==> src/rtl/nkmd_mig_pkg.sv <==
// rtl/nkmd_mig_pkg.sv - shared constants and types for the MIG port arbiter
package nkmd_mig_pkg;

  localparam logic [2:0] MIG_INSTR_WR = 3'b000;
  localparam logic [2:0] MIG_INSTR_RD = 3'b001;

  typedef enum logic [1:0] {
    ST_IDLE    = 2'd0,
    ST_WR_DATA = 2'd1,
    ST_WR_CMD  = 2'd2,
    ST_RD_CMD  = 2'd3
  } state_t;

  // One entry per outstanding read: which client owns it and its burst length minus 1
  typedef struct packed {
    logic       client;
    logic [5:0] bl;
  } tag_t;

endpackage

==> src/rtl/nkmd_mig_tag_fifo.sv <==
// rtl/nkmd_mig_tag_fifo.sv - in-order tracker of outstanding read commands
module nkmd_mig_tag_fifo
  import nkmd_mig_pkg::*;
#(
  parameter int TAG_DEPTH_LOG2 = 2
) (
  input  logic clk,
  input  logic rst,
  input  logic push,
  input  tag_t push_data,
  input  logic pop,
  output logic full,
  output logic empty,
  output tag_t head
);
  localparam int DEPTH = 2 ** TAG_DEPTH_LOG2;

  tag_t                      mem [DEPTH];
  logic [TAG_DEPTH_LOG2-1:0] wr_ptr;
  logic [TAG_DEPTH_LOG2-1:0] rd_ptr;
  logic [TAG_DEPTH_LOG2:0]   count;
  logic                      do_push;
  logic                      do_pop;

  // A pop frees the slot in the same cycle, so push-while-full is honoured alongside it
  assign do_pop  = pop && !empty;
  assign do_push = push && (!full || do_pop);
  assign full    = (count == (TAG_DEPTH_LOG2 + 1)'(DEPTH));
  assign empty   = (count == '0);
  assign head    = mem[rd_ptr];

  always_ff @(posedge clk or posedge rst) begin
    if (rst) begin
      wr_ptr <= '0;
      rd_ptr <= '0;
      count  <= '0;
    end else begin
      if (do_push) wr_ptr <= wr_ptr + 1'b1;
      if (do_pop)  rd_ptr <= rd_ptr + 1'b1;
      if (do_push && !do_pop)      count <= count + 1'b1;
      else if (!do_push && do_pop) count <= count - 1'b1;
    end
  end

  always_ff @(posedge clk) begin
    if (do_push) mem[wr_ptr] <= push_data;
  end

endmodule

==> src/rtl/nkmd_mig_arbiter.sv <==
// rtl/nkmd_mig_arbiter.sv - round-robin sharing of one MIG user port between two DMA clients
module nkmd_mig_arbiter
  import nkmd_mig_pkg::*;
#(
  parameter int TAG_DEPTH_LOG2 = 2
) (
  input  logic        clk,
  input  logic        rst,
  input  logic        c0_cmd_valid,
  output logic        c0_cmd_ready,
  input  logic        c0_cmd_write,
  input  logic [29:0] c0_cmd_byte_addr,
  input  logic [5:0]  c0_cmd_bl,
  output logic        c0_wr_pop,
  input  logic [31:0] c0_wr_data,
  output logic        c0_rd_valid,
  output logic [31:0] c0_rd_data,
  input  logic        c1_cmd_valid,
  output logic        c1_cmd_ready,
  input  logic        c1_cmd_write,
  input  logic [29:0] c1_cmd_byte_addr,
  input  logic [5:0]  c1_cmd_bl,
  output logic        c1_wr_pop,
  input  logic [31:0] c1_wr_data,
  output logic        c1_rd_valid,
  output logic [31:0] c1_rd_data,
  output logic        mig_cmd_clk,
  output logic        mig_cmd_en,
  output logic [2:0]  mig_cmd_instr,
  output logic [5:0]  mig_cmd_bl,
  output logic [29:0] mig_cmd_byte_addr,
  input  logic        mig_cmd_full,
  output logic        mig_wr_clk,
  output logic        mig_wr_en,
  output logic [3:0]  mig_wr_mask,
  output logic [31:0] mig_wr_data,
  input  logic        mig_wr_full,
  output logic        mig_rd_clk,
  output logic        mig_rd_en,
  input  logic [31:0] mig_rd_data,
  input  logic        mig_rd_empty,
  input  logic        mig_rd_overflow,
  input  logic        mig_rd_error,
  output logic        err
);
  state_t      state;
  logic        last_grant;
  logic        lat_client;
  logic        lat_write;
  logic [29:0] lat_addr;
  logic [5:0]  lat_bl;
  logic [5:0]  burst_cnt;
  logic [5:0]  rd_cnt;
  logic [1:0]  ready_q;
  logic        el0;
  logic        el1;
  logic        pick;
  logic        tag_push;
  logic        tag_pop;
  logic        tag_full;
  logic        tag_empty;
  tag_t        tag_head;

  assign mig_cmd_clk = clk;
  assign mig_wr_clk  = clk;
  assign mig_rd_clk  = clk;
  assign mig_wr_mask = 4'b0000;

  // A read needs a free tag slot; writes never do
  assign el0  = c0_cmd_valid && (c0_cmd_write || !tag_full);
  assign el1  = c1_cmd_valid && (c1_cmd_write || !tag_full);
  assign pick = (el0 && el1) ? !last_grant : el1;

  always_ff @(posedge clk or posedge rst) begin
    if (rst) begin
      state      <= ST_IDLE;
      last_grant <= 1'b1;
      lat_client <= 1'b0;
      lat_write  <= 1'b0;
      lat_addr   <= '0;
      lat_bl     <= '0;
      burst_cnt  <= '0;
      ready_q    <= 2'b00;
    end else begin
      ready_q <= 2'b00;
      case (state)
        ST_IDLE: begin
          if (el0 || el1) begin
            lat_client <= pick;
            lat_write  <= pick ? c1_cmd_write : c0_cmd_write;
            lat_addr   <= pick ? c1_cmd_byte_addr : c0_cmd_byte_addr;
            lat_bl     <= pick ? c1_cmd_bl : c0_cmd_bl;
            burst_cnt  <= pick ? c1_cmd_bl : c0_cmd_bl;
            last_grant <= pick;
            ready_q    <= pick ? 2'b10 : 2'b01;
            state      <= (pick ? c1_cmd_write : c0_cmd_write) ? ST_WR_DATA : ST_RD_CMD;
          end
        end
        ST_WR_DATA: begin
          if (!mig_wr_full) begin
            if (burst_cnt == 6'd0) state <= ST_WR_CMD;
            else                   burst_cnt <= burst_cnt - 6'd1;
          end
        end
        ST_WR_CMD, ST_RD_CMD: begin
          if (!mig_cmd_full) state <= ST_IDLE;
        end
        default: state <= ST_IDLE;
      endcase
    end
  end

  assign c0_cmd_ready = ready_q[0];
  assign c1_cmd_ready = ready_q[1];

  assign mig_wr_en   = (state == ST_WR_DATA) && !mig_wr_full;
  assign mig_wr_data = lat_client ? c1_wr_data : c0_wr_data;
  assign c0_wr_pop   = mig_wr_en && !lat_client;
  assign c1_wr_pop   = mig_wr_en && lat_client;

  assign mig_cmd_en        = ((state == ST_WR_CMD) || (state == ST_RD_CMD)) && !mig_cmd_full;
  assign mig_cmd_instr     = lat_write ? MIG_INSTR_WR : MIG_INSTR_RD;
  assign mig_cmd_bl        = lat_bl;
  assign mig_cmd_byte_addr = lat_addr;
  assign tag_push          = (state == ST_RD_CMD) && !mig_cmd_full;

  nkmd_mig_tag_fifo #(
    .TAG_DEPTH_LOG2(TAG_DEPTH_LOG2)
  ) u_tag_fifo (
    .clk       (clk),
    .rst       (rst),
    .push      (tag_push),
    .push_data ({lat_client, lat_bl}),
    .pop       (tag_pop),
    .full      (tag_full),
    .empty     (tag_empty),
    .head      (tag_head)
  );

  // Return path runs independently of the grant FSM; data is steered by the head tag
  assign mig_rd_en   = !mig_rd_empty && !tag_empty;
  assign tag_pop     = mig_rd_en && (rd_cnt == tag_head.bl);
  assign c0_rd_valid = mig_rd_en && !tag_head.client;
  assign c1_rd_valid = mig_rd_en && tag_head.client;
  assign c0_rd_data  = mig_rd_data;
  assign c1_rd_data  = mig_rd_data;

  always_ff @(posedge clk or posedge rst) begin
    if (rst) begin
      rd_cnt <= '0;
      err    <= 1'b0;
    end else begin
      if (mig_rd_en) rd_cnt <= tag_pop ? 6'd0 : rd_cnt + 6'd1;
      if (mig_rd_overflow || mig_rd_error || (!mig_rd_empty && tag_empty)) err <= 1'b1;
    end
  end

endmodule

==> config.mk <==
export PLATFORM = sky130hd
export DESIGN_NAME = nkmd_mig_arbiter
export DESIGN_NICKNAME = d
export VERILOG_FILES = /design/src/rtl/nkmd_mig_pkg.sv /design/src/rtl/nkmd_mig_tag_fifo.sv /design/src/rtl/nkmd_mig_arbiter.sv
export SDC_FILE = /design/constraint.sdc
export NUM_CORES = 1
export LEC_CHECK = 0
export ABC_AREA = 1
export CAP_MARGIN = 25
export CORE_ASPECT_RATIO = 1.4
export CORE_MARGIN = 10
export CORE_UTILIZATION = 40
export CTS_CLUSTER_DIAMETER = 80
export DETAILED_ROUTE_END_ITERATION = 16
export PLACE_DENSITY = 0.88
export SYNTH_ARGS = -nofsm -noshare
export SYNTH_HDL_FRONTEND = slang
export SYNTH_SLANG_ARGS = --single-unit
==> constraint.sdc <==
create_clock -name clk -period 6.8 [get_ports clk]
set_input_delay 0.68 -clock clk [delete_from_list [all_inputs] [get_ports clk]]
set_output_delay 0.68 -clock clk [all_outputs]
set_load 0.03 [all_outputs]
# After elaboration in Yosys (flattened, before gate mapping)
# Memory sizes are Yosys's and may differ from the RTL's.
# Index checks and enable logic that the tools add are counted.
dict set report totals {
  register_bits 63
  latch_bits 0
  ramBits 28
  romBits 0
  out_inout_bits 152
  elab_cells 97
  memories 1
}
dict set report op_classes {
  add_sub_neg 6
  n_mul 0
  n_div 0
  order_cmp 0
  eq_ne 10
  shifts 0
  mux 24
  bitwise 0
  reduce_logical 43
}
# memory depth word_bits rd rd_clocked_by_memory_dff write_ports line_no
set memory_table {}
lappend memory_table {u_tag_fifo.mem 4 7 1 0 1 nkmd_mig_tag_fifo.sv:18} ;# tag_t mem [DEPTH];
# operator count
set op_table {}
lappend op_table {{32-bit two-way mux} 1}
lappend op_table {{30-bit two-way mux} 1}
lappend op_table {{6-bit two-way mux} 5}
lappend op_table {{1-bit logical AND} 17}
lappend op_table {{2-bit two-way mux} 8}
lappend op_table {{6-bit case mux with 2 select lines} 1}
lappend op_table {{1-bit zero test} 10}
lappend op_table {{2-bit inequality test, second input constant} 5}
lappend op_table {{4-bit AND reduction} 2}
lappend op_table {{1-bit logical OR} 7}
lappend op_table {{6-bit by 1-bit adder with 6-bit output, second input constant} 1}
lappend op_table {{6-bit == test} 1}
lappend op_table {{6-bit zero test} 1}
lappend op_table {{3-bit two-way mux} 2}
lappend op_table {{2-bit case mux with 3 select lines} 1}
lappend op_table {{6-bit by 1-bit subtractor with 6-bit output, second input constant} 1}
lappend op_table {{1-bit two-way mux} 5}
lappend op_table {{2-bit by 1-bit adder with 2-bit output, second input constant} 2}
lappend op_table {{2-bit == test, second input constant} 2}
lappend op_table {{2-bit nonzero test} 2}
lappend op_table {{3-bit by 1-bit adder with 3-bit output, second input constant} 1}
lappend op_table {{3-bit == test, second input constant} 1}
lappend op_table {{3-bit zero test} 1}
lappend op_table {{3-bit by 1-bit subtractor with 3-bit output, second input constant} 1}
lappend op_table {{other kinds (4)} 4}

# Logic depth before layout (Yosys ltp)
dict set report depth {
  word_depth 11
  depth_mapped 20
}

# By module
# From an unflattened synthesis, not the netlist that was laid out.
dict set report hier_totals {
  hier_cells 690
  hier_area_um2 5425.2
}
# module instances cells_each area_each_um2
set by_module_without_submodules {}
lappend by_module_without_submodules {nkmd_mig_arbiter 1 552 3852.4}
lappend by_module_without_submodules {nkmd_mig_tag_fifo 1 138 1572.8}

==> metrics.txt <==
most common cell in the netlist=nand2_1; Syn Area/Cell=8.18 sq um; Die ar.=18300 sq um; Die Y-Extent=156 microns; CP max FO=2; register area share after synthesis=between 40 and 50%; Slew Limit Fails=0; Cell Rows=49; First-pass DRT Iterations=5; Slew @ Worst Pin=0.848 ns; gp weighted congestion=0.856; Hold WC Path Type=reg -> reg; CP Capture Type=primary output; Async SR Flop Fraction=69.2%; DRT iter0 DRCs=149; area delta synth->final=42.8%; Worst-path clk slew=0.06 ns; critical path launch point type=clock port; Arrival @ worst endpoint=between 4 and 5 ns; IO Port Bufs=between 200 and 250; Final setup violation count=0; post_cts resized=0; layout cells sized above 1=6.93%; clk_lat worst skew=0.45 ns; dpl hpwl=13.7 mm; synth warn=0; switching share of power=around 45%; top post-synthesis cells by area=dfrtp_1 29%, nand2_1 19%, edfxtp_1 16%; Fin Hold WS=0.467 ns; final hold vios=0; dpl ws=around 2.2 ns; Post-Syn Instances=646; Logic pwr share=51.6%; Worst EP required=6.12 ns; vias in the first global route=5156; Power Density=453 nW/um^2; status=completed; hold-fix buffer count after cts=0; I/O Pins=331; peak supply drop=between 0.3 and 0.4 mV; initial antenna violation count=0; share of the synthesized area in the top cell type=29.4%; EDFF count, synth=28; setup_tns=0 ns; leakage power=3.43 nW; MaxCap Viol Count=0; slack of the critical path=roughly 1.9 ns; drt wl/cell=18.1 microns; Synth area leader=dfrtp_1; initial core utilization=41.0%; Antenna Nets Post-Route=0; fin area=between 7000 and 8000 sq um; DP Area=7110 sq um; Synth cell types=38; Cell Area, Synth=between 5000 and 6000 sq um; Vias/cell=between 4 and 5; clock power share=20.5%; Die Wd=between 100 and 150 microns; CTS tree=built; CORE AREA=approximately 13000 sq um; drt drc=0; total power=3.42 mW; fin util=between 50% and 60%; Tot GR Track Use=19.2%; largest net degree at the start of global routing=64; top cells by count, synth=262 x nand2_1, 79 x buf_4, 62 x dfrtp_1; total gr overflow=0; top_reg_cell synth=dfrtp_1; first-pass GRT wire length=26.7 mm; final wirelength=around 17 mm; Yosys reg bits=91; crit path kind=clk -> out; register share of total power=27.8%; Non-Filler Instances=~960; Slew HR=between 40% and 50%; RSZ-0062 raised after global routing=false; # placed instances=939; postcts setup bufs=0; layout net count=a little under 1k; P_sw=1.53 mW; Vias=4752; diodes inserted=0; Pint=1.89 mW; clk_skew=just over 0.008 ns
## area by class of cell
| type | instances | area [sq um] |
|---|---|---|
| fill | 1060 | 5330 |
| sequential | 91 | 2420 |
| timing repair buffer | 228 | 2300 |
| multi-input combinational | 419 | 2020 |
| clock buffer | 20 | 403 |
| tap | 153 | 191 |
| inverter | 46 | 175 |
| clock inverter | 4 | 30.0 |
## state kept, by name, indices dropped and copies added (netlist names)
name               flops
mig_cmd_byte_addr     30
u_tag_fifo.mem        28
burst_cnt              6
mig_cmd_bl             6
rd_cnt                 6
u_tag_fifo.count       3
ready_q                2
state                  2
u_tag_fifo.rd_ptr      2
u_tag_fifo.wr_ptr      2
err                    1
last_grant             1
lat_client             1
lat_write              1
## power by group through the flow
stage | Clock [mW] | Sequential, mW | Combinational, mW
floorplan | 0.0661 | 1.12 | 0.996
global placement | 0.0735 | 0.970 | 1.69
detailed placement | 0.0735 | 0.978 | 1.74
CTS | 0.717 | 0.971 | 1.75
global route | 0.737 | 0.982 | 1.93
finish | 0.701 | 0.950 | 1.76
## metal layers
| layer | track usage (%) | vias up | wire length [microns] |
|---|---|---|---|
| li1 | - | 2278 | - |
| met3 | 8.01 | 78 | 1730 |
| met1 | 17.5 | 2168 | 5670 |
| met2 | 32.7 | 228 | 9040 |
| met5 | 0 | - | 0 |
| met4 | 14.6 | 0 | 983 |
## path summary, 6_finish.rpt
check / start / end / cells after the start / slack (ns)
min in group asynchronous: rst / mig_cmd_byte_addr[13]$_DFFE_PP0P_ / 3 / 0.77
worst max register to register: u_tag_fifo.rd_ptr[0]$_DFFE_PP0P_ / u_tag_fifo.count[2]$_DFFE_PP0P_ / 17 / 3.87
worst min register to register: last_grant$_DFFE_PP1P_ / last_grant$_DFFE_PP1P_ / 2 / 0.47
worst max-delay path: clk / mig_wr_clk / 3 / 1.86
max in group asynchronous: rst / mig_cmd_bl[1]$_DFFE_PP0P_ / 3 / 5.48
worst min-delay path: last_grant$_DFFE_PP1P_ / last_grant$_DFFE_PP1P_ / 2 / 0.47
## cell usage in the layout (no fill, tap or decap), drive strengths merged
| master | n |
|---|---|
| nor2 | 29 |
| inv | 46 |
| mux2 | 1 |
| nor3b | 1 |
| o21ai | 24 |
| a22oi | 25 |
| conb | 6 |
| nor3 | 2 |
| nand2 | 266 |
| edfxtp | 28 |
| a21boi | 1 |
| clkdlybuf4s50 | 228 |
| dfstp | 1 |
| a32oi | 1 |
| xor2 | 7 |
| xnor2 | 2 |
| dfrtp | 62 |
| or2 | 1 |
| clkinv | 3 |
| a21oi | 4 |
| clkbuf | 17 |
| o22ai | 1 |
| ha | 8 |
| fa | 1 |
| buf | 3 |
| nand3 | 39 |
| clkinvlp | 1 |
## worst max-delay path: stages
cell             delay (ns)
clkbuf_16              0.13
clkbuf_16              0.14
clkdlybuf4s50_1        0.59
## logic make-up after synthesis
| kind of cell | count (synthesis) | share of synthesized area, % |
|---|---|---|
| DFF | 91 | 45.8 |
| other | 1 | 0.0710 |
| buffers and inverters | 141 | 16.3 |
| muxes | 1 | 0.213 |
| xor gates and xnor gates | 9 | 1.49 |
| adders and majority gates | 9 | 2.27 |
| and+or+nand+nor | 338 | 26.0 |
| AOI/OAI and AO/OA | 56 | 7.89 |
No activity file was read; power rests on OpenSTA's default activity.
